`src/rtl/alu_tx_pkg.sv`:
```
// Shared definitions for the ALU-result-to-UART transmit controller:
// FSM state encoding, byte width and the default header byte value.
package alu_tx_pkg;

   localparam int unsigned BYTE_W       = 8;
   localparam logic [7:0]  HDR_BYTE_DEF = 8'hA5;

   typedef enum logic [2:0] {
      IDLE      = 3'd0,
      LOAD      = 3'd1,
      SEND      = 3'd2,
      WAIT_ACK  = 3'd3,
      WAIT_DONE = 3'd4
   } state_t;

endpackage

```
`src/rtl/result_fifo.sv`:
```
// Two-entry FIFO buffering ALU result words ahead of the byte serialiser.
// A write into a full FIFO is accepted only when a pop happens in the same cycle.
module result_fifo #(
   parameter int unsigned Width = 16
) (
   input  logic             CLK,
   input  logic             RST,
   input  logic             wr_en,
   input  logic [Width-1:0] wr_data,
   input  logic             rd_en,
   output logic [Width-1:0] rd_data,
   output logic             full,
   output logic             empty
);

   logic [Width-1:0] mem_q [2];
   logic             wr_ptr_q, rd_ptr_q;
   logic [1:0]       cnt_q;
   logic             wr_ok, rd_ok;

   assign full    = (cnt_q == 2'd2);
   assign empty   = (cnt_q == 2'd0);
   assign wr_ok   = wr_en && (!full || rd_en);
   assign rd_ok   = rd_en && !empty;
   assign rd_data = mem_q[rd_ptr_q];

   // Storage: when full with a simultaneous pop, the slot being read is overwritten
   // at the same edge that the reader captures it, so no data is lost.
   always_ff @(posedge CLK) begin
      if (wr_ok) begin
         mem_q[wr_ptr_q] <= wr_data;
      end
   end

   // Pointer and occupancy bookkeeping.
   always_ff @(posedge CLK or posedge RST) begin
      if (RST) begin
         wr_ptr_q <= 1'b0;
         rd_ptr_q <= 1'b0;
         cnt_q    <= 2'd0;
      end else begin
         if (wr_ok) wr_ptr_q <= ~wr_ptr_q;
         if (rd_ok) rd_ptr_q <= ~rd_ptr_q;
         cnt_q <= cnt_q + 2'(wr_ok) - 2'(rd_ok);
      end
   end

endmodule

```
`src/rtl/alu_result_tx_ctrl.sv`:
```
// Takes ALU result words, buffers them in a 2-entry FIFO and hands them to UART_TX
// one byte at a time (LSB first) over the P_DATA / DATA_VALID / BUSY handshake.
// An offered byte that is not acknowledged by TX_BUSY within ACK_TO cycles is re-offered.
// Optional: define ALU_TX_HDR_EN to prefix every word with the HDR_BYTE frame.
module alu_result_tx_ctrl
   import alu_tx_pkg::*;
#(
   parameter int unsigned Width  = 16,
   parameter int unsigned ACK_TO = 255
`ifdef ALU_TX_HDR_EN
   ,
   parameter logic [7:0]  HDR_BYTE = HDR_BYTE_DEF
`endif
) (
   input  logic             CLK,
   input  logic             RST,
   input  logic [Width-1:0] ALU_OUT,
   input  logic             OUT_VALID,
   input  logic             TX_BUSY,
   input  logic             CLR_DROP,
   output logic [7:0]       TX_P_DATA,
   output logic             TX_D_VALID,
   output logic             CTRL_BUSY,
   output logic             DROP_FLAG
);

   localparam int unsigned NBYTES   = Width / BYTE_W;
   localparam logic [1:0]  LAST_IDX = 2'(NBYTES - 1);
   localparam logic [7:0]  ACK_TO_C = 8'(ACK_TO);

   state_t           state_q, state_d;
   logic [Width-1:0] shift_q, shift_d;
   logic [1:0]       byte_cnt_q, byte_cnt_d;
   logic [7:0]       to_cnt_q, to_cnt_d;
   logic             drop_q, drop_d;
   logic             pop, tx_valid;
   logic             fifo_full, fifo_empty;
   logic [Width-1:0] fifo_rd_data;
`ifdef ALU_TX_HDR_EN
   logic             hdr_q, hdr_d;
`endif

   result_fifo #(
      .Width (Width)
   ) u_fifo (
      .CLK     (CLK),
      .RST     (RST),
      .wr_en   (OUT_VALID),
      .wr_data (ALU_OUT),
      .rd_en   (pop),
      .rd_data (fifo_rd_data),
      .full    (fifo_full),
      .empty   (fifo_empty)
   );

   // Next-state logic for the serialiser FSM and its datapath registers.
   always_comb begin
      state_d    = state_q;
      shift_d    = shift_q;
      byte_cnt_d = byte_cnt_q;
      to_cnt_d   = to_cnt_q;
      pop        = 1'b0;
      tx_valid   = 1'b0;
`ifdef ALU_TX_HDR_EN
      hdr_d      = hdr_q;
`endif
      case (state_q)
         IDLE: begin
            // A word arriving this cycle lands in the FIFO at the edge, so LOAD can pop it.
            if (!fifo_empty || OUT_VALID) state_d = LOAD;
         end
         LOAD: begin
            pop        = 1'b1;
            shift_d    = fifo_rd_data;
            byte_cnt_d = LAST_IDX;
`ifdef ALU_TX_HDR_EN
            hdr_d      = 1'b1;
`endif
            state_d    = SEND;
         end
         SEND: begin
            tx_valid = !TX_BUSY;
            if (tx_valid) begin
               to_cnt_d = 8'd0;
               state_d  = WAIT_ACK;
            end
         end
         WAIT_ACK: begin
            if (TX_BUSY) begin
               state_d = WAIT_DONE;
            end else if (to_cnt_q == ACK_TO_C) begin
               state_d = SEND;
            end else begin
               to_cnt_d = to_cnt_q + 8'd1;
            end
         end
         WAIT_DONE: begin
            if (!TX_BUSY) begin
`ifdef ALU_TX_HDR_EN
               if (hdr_q) begin
                  hdr_d   = 1'b0;
                  state_d = SEND;
               end else
`endif
               if (byte_cnt_q != 2'd0) begin
                  shift_d    = shift_q >> BYTE_W;
                  byte_cnt_d = byte_cnt_q - 2'd1;
                  state_d    = SEND;
               end else begin
                  state_d = IDLE;
               end
            end
         end
         default: state_d = IDLE;
      endcase
   end

   // Overflow: a write into a full FIFO without a pop loses the word; a set beats a clear.
   always_comb begin
      drop_d = drop_q;
      if (OUT_VALID && fifo_full && !pop) begin
         drop_d = 1'b1;
      end else if (CLR_DROP) begin
         drop_d = 1'b0;
      end
   end

   // State and datapath registers.
   always_ff @(posedge CLK or posedge RST) begin
      if (RST) begin
         state_q    <= IDLE;
         shift_q    <= '0;
         byte_cnt_q <= 2'd0;
         to_cnt_q   <= 8'd0;
         drop_q     <= 1'b0;
      end else begin
         state_q    <= state_d;
         shift_q    <= shift_d;
         byte_cnt_q <= byte_cnt_d;
         to_cnt_q   <= to_cnt_d;
         drop_q     <= drop_d;
      end
   end

`ifdef ALU_TX_HDR_EN
   // Header-pending bit: set on LOAD, cleared once the header frame completes.
   always_ff @(posedge CLK or posedge RST) begin
      if (RST) hdr_q <= 1'b0;
      else     hdr_q <= hdr_d;
   end
   assign TX_P_DATA = hdr_q ? HDR_BYTE : shift_q[BYTE_W-1:0];
`else
   assign TX_P_DATA = shift_q[BYTE_W-1:0];
`endif

   assign TX_D_VALID = tx_valid;
   assign CTRL_BUSY  = (state_q != IDLE) || !fifo_empty;
   assign DROP_FLAG  = drop_q;

endmodule

```
`config.mk`:
```
export PLATFORM = sky130hd
export DESIGN_NAME = alu_result_tx_ctrl
export DESIGN_NICKNAME = d
export VERILOG_FILES = /design/src/rtl/alu_tx_pkg.sv /design/src/rtl/result_fifo.sv /design/src/rtl/alu_result_tx_ctrl.sv
export SDC_FILE = /design/constraint.sdc
export NUM_CORES = 1
export LEC_CHECK = 0
export BUFFER_PORTS_ARGS = -buffer_cell sky130_fd_sc_hd__buf_2
export CAP_MARGIN = 0
export CORE_MARGIN = 4
export CORE_UTILIZATION = 45
export DETAILED_ROUTE_END_ITERATION = 12
export PLACE_DENSITY_LB_ADDON = 0.12
export SYNTH_ARGS = -nofsm -noshare
export SYNTH_HDL_FRONTEND = slang
export SYNTH_SLANG_ARGS = --single-unit
```
`constraint.sdc`:
```
create_clock -name CLK -period 6.25 [get_ports CLK]
set_input_delay 1.25 -clock CLK [delete_from_list [all_inputs] [get_ports CLK]]
set_output_delay 1.25 -clock CLK [all_outputs]
set_load 0.05 [all_outputs]
```
==> flow_metrics.tcl <==
set metrics [dict create \
    power_frac_comb_pct 31.6 \
    antenna_found_initial 0 \
    worst_case_clock_skew_ns 0.00600 \
    final_cells 336 \
    place_congestion 0.760 \
    yosys.area.top_type "sky130_fd_sc_hd__edfxtp_1" \
    dr.first_iter.drc_count 66 \
    edff_count_synth 32 \
    dp.cells 320 \
    synthTopCellsByCount "sky130_fd_sc_hd__dfrtp_1, sky130_fd_sc_hd__edfxtp_1, sky130_fd_sc_hd__o21ai_0, sky130_fd_sc_hd__nand2_1, sky130_fd_sc_hd__mux2i_1" \
    synthDistinctLibCells 43 \
    critical_path.slowest_cell "sky130_fd_sc_hd__or4b_2" \
    path_delay_family "simple AND/OR/NAND/NOR gates" \
    static_leakage_nw 1.37 \
    report.final.hold_viol_count 0 \
    ant_nets 0 \
    number_of_design_rule_violations_left_after_detail_routing 0 \
    grt_overflow 0 \
    syn_to_final_growth_pct 11.7 \
    detailroute.via_count 1700 \
    async_reset_ff_share_pct 51.5 \
    final_nets 281 \
    max_capacitance_violation_count 0 \
    num_io_pins 32 \
    cts_hold_repair.buffers 0 \
    drt_wl_total_um 4810 \
    syn_nets 254 \
    cts_inserted_buffers 9 \
    remaining_max_slew_budget_at_the_tightest_pin_pct 32.3 \
    floorplan.die.height_um 87.7 \
    die_wd_um 87.7 \
    hold_path_class "reg2reg" \
    report.final.setup_viol 0 \
    vdd_ir_drop_max_mv 0.256 \
    buffer_ports.inserted 31 \
    tns_ns 0 \
    initial_core_util_pct 47.4 \
    max_slew.worst_pin.slew_ns 1.01 \
    powerDensity_nw_per_um2 478 \
    cts_max_level 3 \
    crit_type "in2out" \
    worst-endpoint-arrival_ns 2.49 \
    drt-pass1-iter-count 4 \
    syn-cell-area_um2 2860 \
    cp-start-kind "input pin" \
    place_hpwl_um 3230 \
    number_of_synthesized_register_bits 66 \
    number_of_setup_buffers_added_after_cts 0 \
    wire_per_inst_um 14.3 \
    path_buf_inv 3 \
    worst-path-max-fanout 7 \
    internal-power_w 0.000965 \
    cp_common_cell "sky130_fd_sc_hd__buf_2" \
    postCtsResizedCells 0 \
    pwr-share-clk_pct 22.6 \
    floorplan.core_area_um2 6030 \
    portion_of_the_clock_cycle_consumed_by_the_worst_path_in_the_final_layout_pct 59.8 \
    cts.reportedPaths.clkPinSlew_ns 0.07 \
    swShare_pct 36.7 \
    netlist_instances 229 \
    clock_latency_ns 0.34 \
    tritoncts_num_sinks 66 \
    ys_seq_area_share_pct 63.5 \
    diodes 0 \
    run_status "finished, final reports clean" \
    critical_path_sink_type "output port" \
    cts_tree "built" \
    yosys_most_used_dff "sky130_fd_sc_hd__dfrtp_1" \
    min_period_ns 3.74 \
    syn_avg_cell_area_um2 12.5 \
    first_global_vias 1673 \
    path_cells "buf_2, or4b_2, inv_2, buf_2" \
    required_time_reported_for_the_critical_path_endpoint_ns 5.00 \
    yosys_warnings 0 \
    global_route_wire_length_before_repair_um 8090 \
    share_seq_of_total_power_pct 45.7 \
    grt_max_degree 35 \
    netlist_top_cells_area "sky130_fd_sc_hd__edfxtp_1, sky130_fd_sc_hd__dfrtp_1, sky130_fd_sc_hd__mux2i_1" \
    rsz0062_at_grt "no" \
    number_of_placement_rows 28 \
    max_clock_freq_ghz 0.267 \
    fraction_of_post_synthesis_cell_area_in_the_top_cell_type_by_area_pct 33.7 \
    global_route.usage.total_pct 14.2 \
    clock_tree.root_cell "sky130_fd_sc_hd__clkbuf_8" \
    vias_per_cell 5.06 \
    area_enclosed_by_the_die_boundary_um2 7680 \
    max-clock-path-buffers 2 \
    slew_viol_final 0 \
    max_stage_delay_on_crit_path_ns 0.66 \
    synth_most_common_cell "sky130_fd_sc_hd__dfrtp_1" \
    net-switching-power_w 0.000559 \
    final_layout_size_suffix_gt1_share_pct 22.6 \
]
==> logic make-up after synthesis <==
kind of cell / after synthesis / synth area share (%)
fa+ha+maj: 4 / 1.75
buf+inv: 27 / 5.74
simple gates: 65 / 12.7
xor+xnor: 4 / 1.49
mux: 16 / 5.61
flops: 66 / 63.5
compound gates: 47 / 9.29
==> metal layers <==
metal	vias up	global-route usage, %	part of all wire [%]	wire length [um]
met5	-	0	0	0
met4	0	8.79	2.2	107
met3	9	3.29	4.3	206
met2	34	22.9	48	2290
met1	791	17.3	46	2210
li1	866	-	-	-
==> path summary, 6_finish.rpt <==
path | endpoint | startpoint | slack (ns) | depth (start not counted)
worst min register to register | shift_q[2] | shift_q[2] | 0.48 | 2
max in group asynchronous | shift_q[3] | RST | 4.94 | 3
min in group asynchronous | DROP_FLAG | RST | 1.00 | 3
worst max-delay path | TX_D_VALID | TX_BUSY | 2.51 | 4
worst min-delay path | shift_q[2] | shift_q[2] | 0.48 | 2
worst max register to register | u_fifo.mem_q[0][5] | state_q[1] | 3.63 | 5
==> registers in the layout, indices dropped and copies added (netlist names) <==
register,count
u_fifo.cnt_q,2
u_fifo.wr_ptr_q,1
u_fifo.rd_ptr_q,1
DROP_FLAG,1
to_cnt_q,8
shift_q,16
byte_cnt_q,2
u_fifo.mem_q,32
state_q,3
==> power groups by stage <==
stage | Combinational (W) | Sequential (W) | Clock (W)
6_report | 0.000482 | 0.000697 | 0.000345
5_1_grt | 0.000538 | 0.000717 | 0.000379
4_1_cts | 0.000494 | 0.000699 | 0.000357
3_5_place_dp | 0.000493 | 0.000706 | 0
3_3_place_gp | 0.000485 | 0.000705 | 0
2_1_floorplan | 0.000464 | 0.000660 | 0
==> stage by stage <==
step	instance area (um^2)	total power, W	setup WS (ns)	hold WS (ns)	utilization [%]
2_1_floorplan	2860	0.00112	2.83	0.449	-
3_3_place_gp	3000	0.00119	2.52	0.458	49.8
3_5_place_dp	3000	0.00120	2.52	0.471	49.8
4_1_cts	3190	0.00155	2.51	0.487	52.9
5_1_grt	3190	0.00163	2.47	0.513	52.9
6_report	3190	0.00152	2.51	0.477	52.9
==> cell type report <==
| class | instances | area, um^2 |
|---|---|---|
| multi-input combinational | 136 | 883 |
| timing repair buffer | 34 | 178 |
| fill | 551 | 2840 |
| tap | 75 | 93.8 |
| inverter | 9 | 33.8 |
| clock inverter | 3 | 38.8 |
| sequential | 66 | 1810 |
| clock buffer | 13 | 149 |
==> tightest hold or removal path: cells and delay by family, from the launching register on <==
kind / cells / cell delay [ns]
compound gates: 1 / 0.06
flops: 1 / 0.34
simple gates: 1 / 0.05
==> cells in the final DEF, fill, tap and decap left out, types with 2 or more instances in the layout <==
cell type                  instances
sky130_fd_sc_hd__xnor2_1           2
sky130_fd_sc_hd__nor2_1           15
sky130_fd_sc_hd__nand4_1           2
sky130_fd_sc_hd__nand2_1          22
sky130_fd_sc_hd__a211oi_1          4
sky130_fd_sc_hd__buf_2            31
sky130_fd_sc_hd__and3_1            2
sky130_fd_sc_hd__ha_1              4
sky130_fd_sc_hd__a21oi_1          11
sky130_fd_sc_hd__inv_1             8
sky130_fd_sc_hd__dfrtp_1          34
sky130_fd_sc_hd__nand3_1           6
sky130_fd_sc_hd__a31oi_1           4
sky130_fd_sc_hd__nor3_1            4
sky130_fd_sc_hd__mux2i_1          16
sky130_fd_sc_hd__clkbuf_1          3
sky130_fd_sc_hd__buf_4             3
sky130_fd_sc_hd__o21ai_0          23
sky130_fd_sc_hd__clkbuf_8         10
sky130_fd_sc_hd__edfxtp_1         32
Power figures use the tool's default switching activity.
